## config.mk

```make
export PLATFORM = sky130hd
export DESIGN_NAME = eth_framer
export DESIGN_NICKNAME = d
export VERILOG_FILES = /design/src/rtl/eth_pkg.sv /design/src/rtl/eth_framer.sv
export SDC_FILE = /design/constraint.sdc
export NUM_CORES = 1
export LEC_CHECK = 0
export CAP_MARGIN = 10
export CELL_PAD_IN_SITES_DETAIL_PLACEMENT = 1
export CELL_PAD_IN_SITES_GLOBAL_PLACEMENT = 2
export CORE_AREA = 2 2 127 129
export CTS_BUF_LIST = sky130_fd_sc_hd__clkbuf_8
export CTS_CLUSTER_SIZE = 25
export DETAILED_ROUTE_END_ITERATION = 16
export DIE_AREA = 0 0 129 131
export PLACE_DENSITY_LB_ADDON = 0.3
export SYNTH_ARGS = -nofsm -noshare
export SYNTH_HDL_FRONTEND = slang
export SYNTH_SLANG_ARGS = --single-unit
```

## constraint.sdc

```tcl
create_clock -name clk -period 3 [get_ports clk]
set_clock_uncertainty 0.15 [all_clocks]
set_input_delay 0.3 -clock clk [delete_from_list [all_inputs] [get_ports clk]]
set_output_delay 0.3 -clock clk [all_outputs]
set_load 0.1 [all_outputs]
```

## src/rtl/eth_pkg.sv

```systemverilog
// Shared Ethernet constants, tuser field layout and framer state encoding.
package eth_pkg;

  localparam int unsigned HEADER_LEN         = 14;
  localparam int unsigned ETH_MIN_FRAME_LEN  = 60;
  localparam logic [47:0] BROADCAST_MAC_ADDR = 48'hFFFF_FFFF_FFFF;
  localparam logic [15:0] ETHERTYPE_IPV4     = 16'h0800;

  localparam int unsigned DST_MAC_LSB   = 0;
  localparam int unsigned ETHERTYPE_LSB = 48;

  typedef enum logic [1:0] {
    StIdle,
    StHeader,
    StPayload,
    StPad
  } framer_state_e;

endpackage

```

## src/rtl/eth_framer.sv

```systemverilog
// Transmit-side Ethernet II framer: prepends dst/src MAC and EtherType to an
// 8-bit payload stream and zero-pads short frames up to the minimum length.
module eth_framer
  import eth_pkg::*;
#(
  parameter int unsigned DATA_WIDTH    = 8,
  parameter logic [47:0] SRC_MAC_ADDR  = 48'h1122_3344_5566,
  parameter int unsigned MIN_FRAME_LEN = ETH_MIN_FRAME_LEN
) (
  input  logic                  clk,
  input  logic                  rst,
  input  logic [DATA_WIDTH-1:0] s_axis_tdata,
  input  logic                  s_axis_tvalid,
  input  logic                  s_axis_tlast,
  input  logic [63:0]           s_axis_tuser,
  output logic                  s_axis_tready,
  output logic [DATA_WIDTH-1:0] m_axis_tdata,
  output logic                  m_axis_tvalid,
  output logic                  m_axis_tlast,
  input  logic                  m_axis_tready,
  output logic [15:0]           frames_sent,
  output logic                  busy
);

  localparam logic [6:0] HdrLast = 7'(HEADER_LEN - 1);
  localparam logic [6:0] MinLen  = 7'(MIN_FRAME_LEN);
  localparam logic [6:0] PadLast = 7'(MIN_FRAME_LEN - 1);

  framer_state_e state_q;
  logic [6:0]    frame_cnt_q;
  logic [47:0]   dst_mac_q;
  logic [15:0]   ethertype_q;
  logic [15:0]   frames_sent_q;

  logic [6:0] cnt_inc;
  logic       min_reached;
  logic [6:0] cnt_sat;
  logic       out_xfer;

  function automatic logic [7:0] header_byte(input logic [3:0] idx);
    logic [8*HEADER_LEN-1:0] hdr;
    hdr = {dst_mac_q, SRC_MAC_ADDR, ethertype_q};
    return hdr[8*(HEADER_LEN-1-int'(idx)) +: 8];
  endfunction

  // frame_cnt counts every output byte (header included), so it doubles as header index.
  assign cnt_inc     = frame_cnt_q + 7'd1;
  assign min_reached = cnt_inc >= MinLen;
  assign cnt_sat     = min_reached ? MinLen : cnt_inc;
  assign out_xfer    = m_axis_tvalid && m_axis_tready;

  always_comb begin
    m_axis_tdata  = '0;
    m_axis_tvalid = 1'b0;
    m_axis_tlast  = 1'b0;
    s_axis_tready = 1'b0;
    unique case (state_q)
      StIdle: ;
      StHeader: begin
        m_axis_tdata  = header_byte(frame_cnt_q[3:0]);
        m_axis_tvalid = 1'b1;
      end
      StPayload: begin
        m_axis_tdata  = s_axis_tdata;
        m_axis_tvalid = s_axis_tvalid;
        m_axis_tlast  = s_axis_tlast && min_reached;
        s_axis_tready = m_axis_tready;
      end
      StPad: begin
        m_axis_tvalid = 1'b1;
        m_axis_tlast  = frame_cnt_q == PadLast;
      end
    endcase
  end

  always_ff @(posedge clk) begin
    if (rst) begin
      state_q       <= StIdle;
      frame_cnt_q   <= '0;
      dst_mac_q     <= '0;
      ethertype_q   <= '0;
      frames_sent_q <= '0;
    end else begin
      unique case (state_q)
        StIdle: begin
          if (s_axis_tvalid) begin
            dst_mac_q   <= s_axis_tuser[DST_MAC_LSB +: 48];
            ethertype_q <= s_axis_tuser[ETHERTYPE_LSB +: 16];
            frame_cnt_q <= '0;
            state_q     <= StHeader;
          end
        end
        StHeader: begin
          if (out_xfer) begin
            frame_cnt_q <= cnt_inc;
            if (frame_cnt_q == HdrLast) state_q <= StPayload;
          end
        end
        StPayload: begin
          if (out_xfer) begin
            frame_cnt_q <= cnt_sat;
            if (s_axis_tlast) begin
              if (min_reached) begin
                frames_sent_q <= frames_sent_q + 16'd1;
                state_q       <= StIdle;
              end else begin
                state_q <= StPad;
              end
            end
          end
        end
        StPad: begin
          if (out_xfer) begin
            frame_cnt_q <= cnt_sat;
            if (frame_cnt_q == PadLast) begin
              frames_sent_q <= frames_sent_q + 16'd1;
              state_q       <= StIdle;
            end
          end
        end
      endcase
    end
  end

  assign frames_sent = frames_sent_q;
  assign busy        = state_q != StIdle;

endmodule

```

**Word level (Yosys, flattened, before mapping)**

Cells that the tools add are included.

- Add/sub/neg operators: 3
- Multipliers: 0
- Div/mod/pow operators: 0
- Magnitude comparators: 1
- Equality and inequality tests: 14
- Shifts and indexed selects: 1
- Multiplexer cells: 24
- Bitwise operators: 0
- Reduce and logical (&&, ||, !) cells: 11

Operators by type and width:

| kind | number |
|---|---|
| $shiftx A112 B33 Y8 | 1 |
| $mux W16 | 5 |
| $pmux W16 S2 | 1 |
| $mux W7 | 4 |
| $pmux W7 S3 | 1 |
| $add A16 B1 Y16 const B | 1 |
| $mux W2 | 8 |
| $ne A2 B2 Y1 const B | 8 |
| $pmux W8 S2 | 1 |
| $pmux W2 S4 | 1 |
| $add A7 B1 Y7 const B | 1 |
| $eq A7 B4 Y1 const B | 1 |
| $eq A7 B6 Y1 const B | 1 |
| $ge A7 B6 Y1 const B | 1 |
| $reduce_and A7 Y1 | 1 |
| $reduce_and A6 Y1 | 1 |
| $sub A4 B4 Y5 const A | 1 |
| $eq A2 B2 Y1 const B | 2 |
| $pmux W1 S2 | 2 |
| $reduce_bool A2 Y1 | 2 |
| $reduce_or A2 Y1 | 2 |
| $reduce_and A3 Y1 | 1 |
| $eq A2 B1 Y1 const B | 1 |
| $logic_and A1 B1 Y1 | 2 |
| other kinds (4) | 4 |

- Bits in registers: 89
- Bits in latches: 0
- Memory bits (writable): 0
- Memory bits (read-only): 0
- Input port bits: 77
- Output and inout port bits: 28
- Word-level logic and storage cells: 59
- Memories kept: 0

**Longest topological paths before layout**

Gate-level depths: netlist of the first run.

- Depth after elaboration: 6
- Depth in mapped cells: 11

**Least setup slack after synthesis of the first run**

No wires, ideal clock.

- Path type: reg2out
- Start point: reg frame_cnt_q[0]
- End point: out m_axis_tdata[2]
- Arrival time: 3.892 ns
- Path slack: -1.342 ns
- Stages on the path, launching flop included: 8
- Buffers on the path: 3
- Cells stage by stage: dfxtp_1 > buf_2 > buf_1 > clkbuf_1 > mux2i_1 > a21oi_1 > a21oi_1 > a21boi_0

- Word-level cells in the longest chain between the ends: 3

RTL lines:

| what | line | text |
|---|---|---|
| from (decl) | eth_framer.sv:30 | `logic [6:0] frame_cnt_q;` |
| from (signal assigned) | eth_framer.sv:95 | `frame_cnt_q <= cnt_inc;` |
| from (signal assigned) | eth_framer.sv:101 | `frame_cnt_q <= cnt_sat;` |
| from (signal assigned) | eth_framer.sv:114 | `frame_cnt_q <= cnt_sat;` |
| $sub A4 B4 Y5 | eth_framer.sv:43 | `return hdr[8*(HEADER_LEN-1-int'(idx)) +: 8];` |
| $shiftx A112 B33 Y8 | eth_framer.sv:43 |  |
| $pmux W8 S2 | eth_framer.sv:57 | `unique case (state_q)` |
| to (decl) | eth_framer.sv:17 | `output logic [DATA_WIDTH-1:0] m_axis_tdata,` |

Every way passes these cells.

**Worst setup path in the final report of the first run**

- Start point: reg frame_cnt_q[1]
- End point: out m_axis_tdata[0]

The elaborated chain is that of the path after synthesis.

==> impl_metrics.env, run 1 <==
export IMPL_antenna_found_initial=0
export IMPL_path_class="reg -> out"
export IMPL_drt_wl_total_um=14800
export IMPL_cts_tree="built"
export IMPL_r2r_slack_ns=0.28
export IMPL_cts_buffers=9
export IMPL_drive_gt1_share_pct=12.3
export IMPL_arrival_ns=2.44
export IMPL_grt_max_degree=65
export IMPL_avgSynthCellArea_sq_um=7.85
export IMPL_timing_hold_ws_ns=0.307
export IMPL_status="complete, no violations"
export IMPL_leakage_nw=2.16
export IMPL_syn2layout_area_growth_pct=34.7
export IMPL_cts_sinks=89
export IMPL_grt_overflow_total=0
export IMPL_vias=4510
export IMPL_synth_nets=672
export IMPL_async_flop_share_pct=0
export IMPL_portBuffers=104
export IMPL_fmax_ghz=0.346
export IMPL_ctsHoldBuffers=0
export IMPL_syn_area_sq_um=4580
export IMPL_grt_util_all_layers_pct=17.9
export IMPL_syn_instance_count=583
export IMPL_clk_latency_ns=0.37
export IMPL_layout_common_cells="nand2_1, a21oi_1, dfxtp_1"
export IMPL_path_clk_slew_ns=0.09
export IMPL_drv_cap=0
export IMPL_grt_pass1_vias=4606
export IMPL_synth_edf_count=0
export IMPL_synth_distinct_cells=57
export IMPL_hold_path_class="reg -> reg"
export IMPL_synth_ff_type="dfxtp_1"
export IMPL_ctsRootBufferMaster="clkbuf_8"
export IMPL_seq_area_frac_synth_pct=38.9
export IMPL_antenna_left=0
export IMPL_antennaDiodeCount=0
export IMPL_synth_seq_cells=89
export IMPL_nets=761
export IMPL_powerDensity_nw_per_um2=554
export IMPL_cp_end_kind="primary output"
export IMPL_fin_crit_sh_pct=96.3
export IMPL_rows=46
export IMPL_crit_fanout=13
export IMPL_rsz0062_at_grt="no"
export IMPL_fillCellCount=1861
export IMPL_die_x_um=129
export IMPL_hpwl_um=10900
export IMPL_fin_util_pct=39.5
export IMPL_post_drt_wl_per_cell_um=16.6
export IMPL_setup_viol=0
export IMPL_fin_crit_ns=2.89
export IMPL_maxSlewViolCount=0
export IMPL_gp_congestion=0.839
export IMPL_viasPerCell=5.06
export IMPL_timing_slew_headroom_pct=36.5
export IMPL_die_y_um=131
export IMPL_remaining_drc_errors=0
export IMPL_grt_pass1_wl_um=23600
export IMPL_core_sq_um=15600
export IMPL_final_hold_violation_count=0
export IMPL_tightest_slew_ns=0.953
export IMPL_clock_path_buffers=2
export IMPL_start_util_pct=29.4
export IMPL_io_pins=105
export IMPL_cp_start_kind="flip-flop"
export IMPL_layout_commonest_cell="nand2_1"
export IMPL_cp_required_ns=2.55
export IMPL_drtPass1Iterations=4
export IMPL_die_area_sq_um=16900
export IMPL_drtIter0Drc=221
export IMPL_htree_num_levels=3
export IMPL_yosysWarningCount=0
export IMPL_vdd_drop_max_mv=0.270
## worst paths after layout
| check | from | to | depth (start not counted) |
|---|---|---|---|
| worst min register to register | ethertype_q[11]$_SDFFE_PP0P_ | ethertype_q[11]$_SDFFE_PP0P_ | 2 |
| worst max register to register | state_q[0]$_SDFFE_PP0P_ | frames_sent[3]$_SDFFE_PP0P_ | 7 |
| worst max-delay path | frame_cnt_q[1]$_SDFFE_PP0P_ | m_axis_tdata[0] | 7 |
| worst min-delay path | ethertype_q[11]$_SDFFE_PP0P_ | ethertype_q[11]$_SDFFE_PP0P_ | 2 |
## synth_stat cells, drive strengths merged, types with 4 or more instances
cell type | count | area [sq um]
inv | 10 | 37.5
o311ai | 4 | 35.0
nand4 | 5 | 31.3
nor2b | 6 | 37.5
mux2i | 20 | 200
and2 | 6 | 37.5
clkbuf | 33 | 124
o41ai | 5 | 43.8
nand2 | 155 | 582
nor2 | 10 | 37.5
ha | 12 | 150
or4b | 6 | 60.1
o31ai | 11 | 82.6
a21oi | 95 | 475
or4 | 10 | 75.1
nor3 | 4 | 20.0
mux4 | 4 | 90.1
nand3 | 9 | 45.0
a21boi | 5 | 37.5
dfxtp | 89 | 1780
buf | 14 | 75.1
o21ai | 17 | 85.1
## timing repair
item | CTS | global route
buffers inserted | 0 | 0
resized for setup | 2 | 10
endpoints found under the setup margin | 2 | 10
## area by class of cell
cell class                      instances  area, sq um  area share (%)
Clock buffer                           10          138            2.23
Clock inverter                          5         25.0           0.406
Inverter                               10         37.5           0.609
Multi-Input combinational cell        437         2620            42.4
Sequential cell                        89         1790            29.0
Tap cell                              216          270            4.38
Timing Repair Buffer                  125         1290            21.0
## power breakdown
group | internal [mW] | switching (mW)
Clock | 0.311 | 0.432
Combinational | 0.464 | 0.803
Sequential | 1.33 | 0.0795
## flip-flops by register name, summed over array words and instances, names as in the netlist
name	flops
frames_sent	16
frame_cnt_q	7
dst_mac_q	48
ethertype_q	16
state_q	2
## metrics by stage
step / cells / area (sq um) / TNS, ns / setup slack, ns / power [mW]
finish: 892 / 6170 / 0 / 0.112 / 3.42
global route: 892 / 6170 / 0 / 0.0218 / 3.64
CTS: 892 / 6130 / 0 / 0.00492 / 3.46
detailed placement: 877 / 5970 / 0 / 0.234 / 2.71
global placement: 877 / 5970 / 0 / 0.276 / 2.68
floorplan: 583 / 4610 / -0.0168 / -0.0168 / 2.23
## layer usage
layer	part of all wire, %	track usage (%)	vias up
li1	-	-	2239
met1	47	23.0	2159
met2	48	30.9	97
met3	3.4	2.69	15
met4	1.4	5.75	0
met5	0	0	-
## cells by family (layout without fill, tap and decap cells)
group,Yosys count,after routing,synth area share [%]
compound gates,170,170,22.7
fa+ha+maj,12,12,3.28
flops,89,89,38.9
xor+xnor,3,3,0.574
simple gates,227,227,22.8
mux,25,25,6.58
buf+inv,57,150,5.16
## worst max-delay path, stage by stage (launching register included)
cell and delay [ns]:
dfxtp_1 0.36, ha_2 0.52, nor2b_1 0.33, a22oi_1 0.11, o21ai_0 0.12, o22ai_1 0.11, a22o_1 0.31, buf_12 0.19
No activity file was read; power rests on OpenSTA's default activity.
==> run 2, diff against run 1 <==
--- a/config.mk
+++ b/config.mk
@@ -14,6 +14,7 @@
 export DETAILED_ROUTE_END_ITERATION = 16
 export DIE_AREA = 0 0 129 131
 export PLACE_DENSITY_LB_ADDON = 0.3
+export SLEW_MARGIN = 20
 export SYNTH_ARGS = -nofsm -noshare
 export SYNTH_HDL_FRONTEND = slang
 export SYNTH_SLANG_ARGS = --single-unit
==> results of run 2 <==
Same layout as run 1: the final DEF is identical, and so are final timing and power.
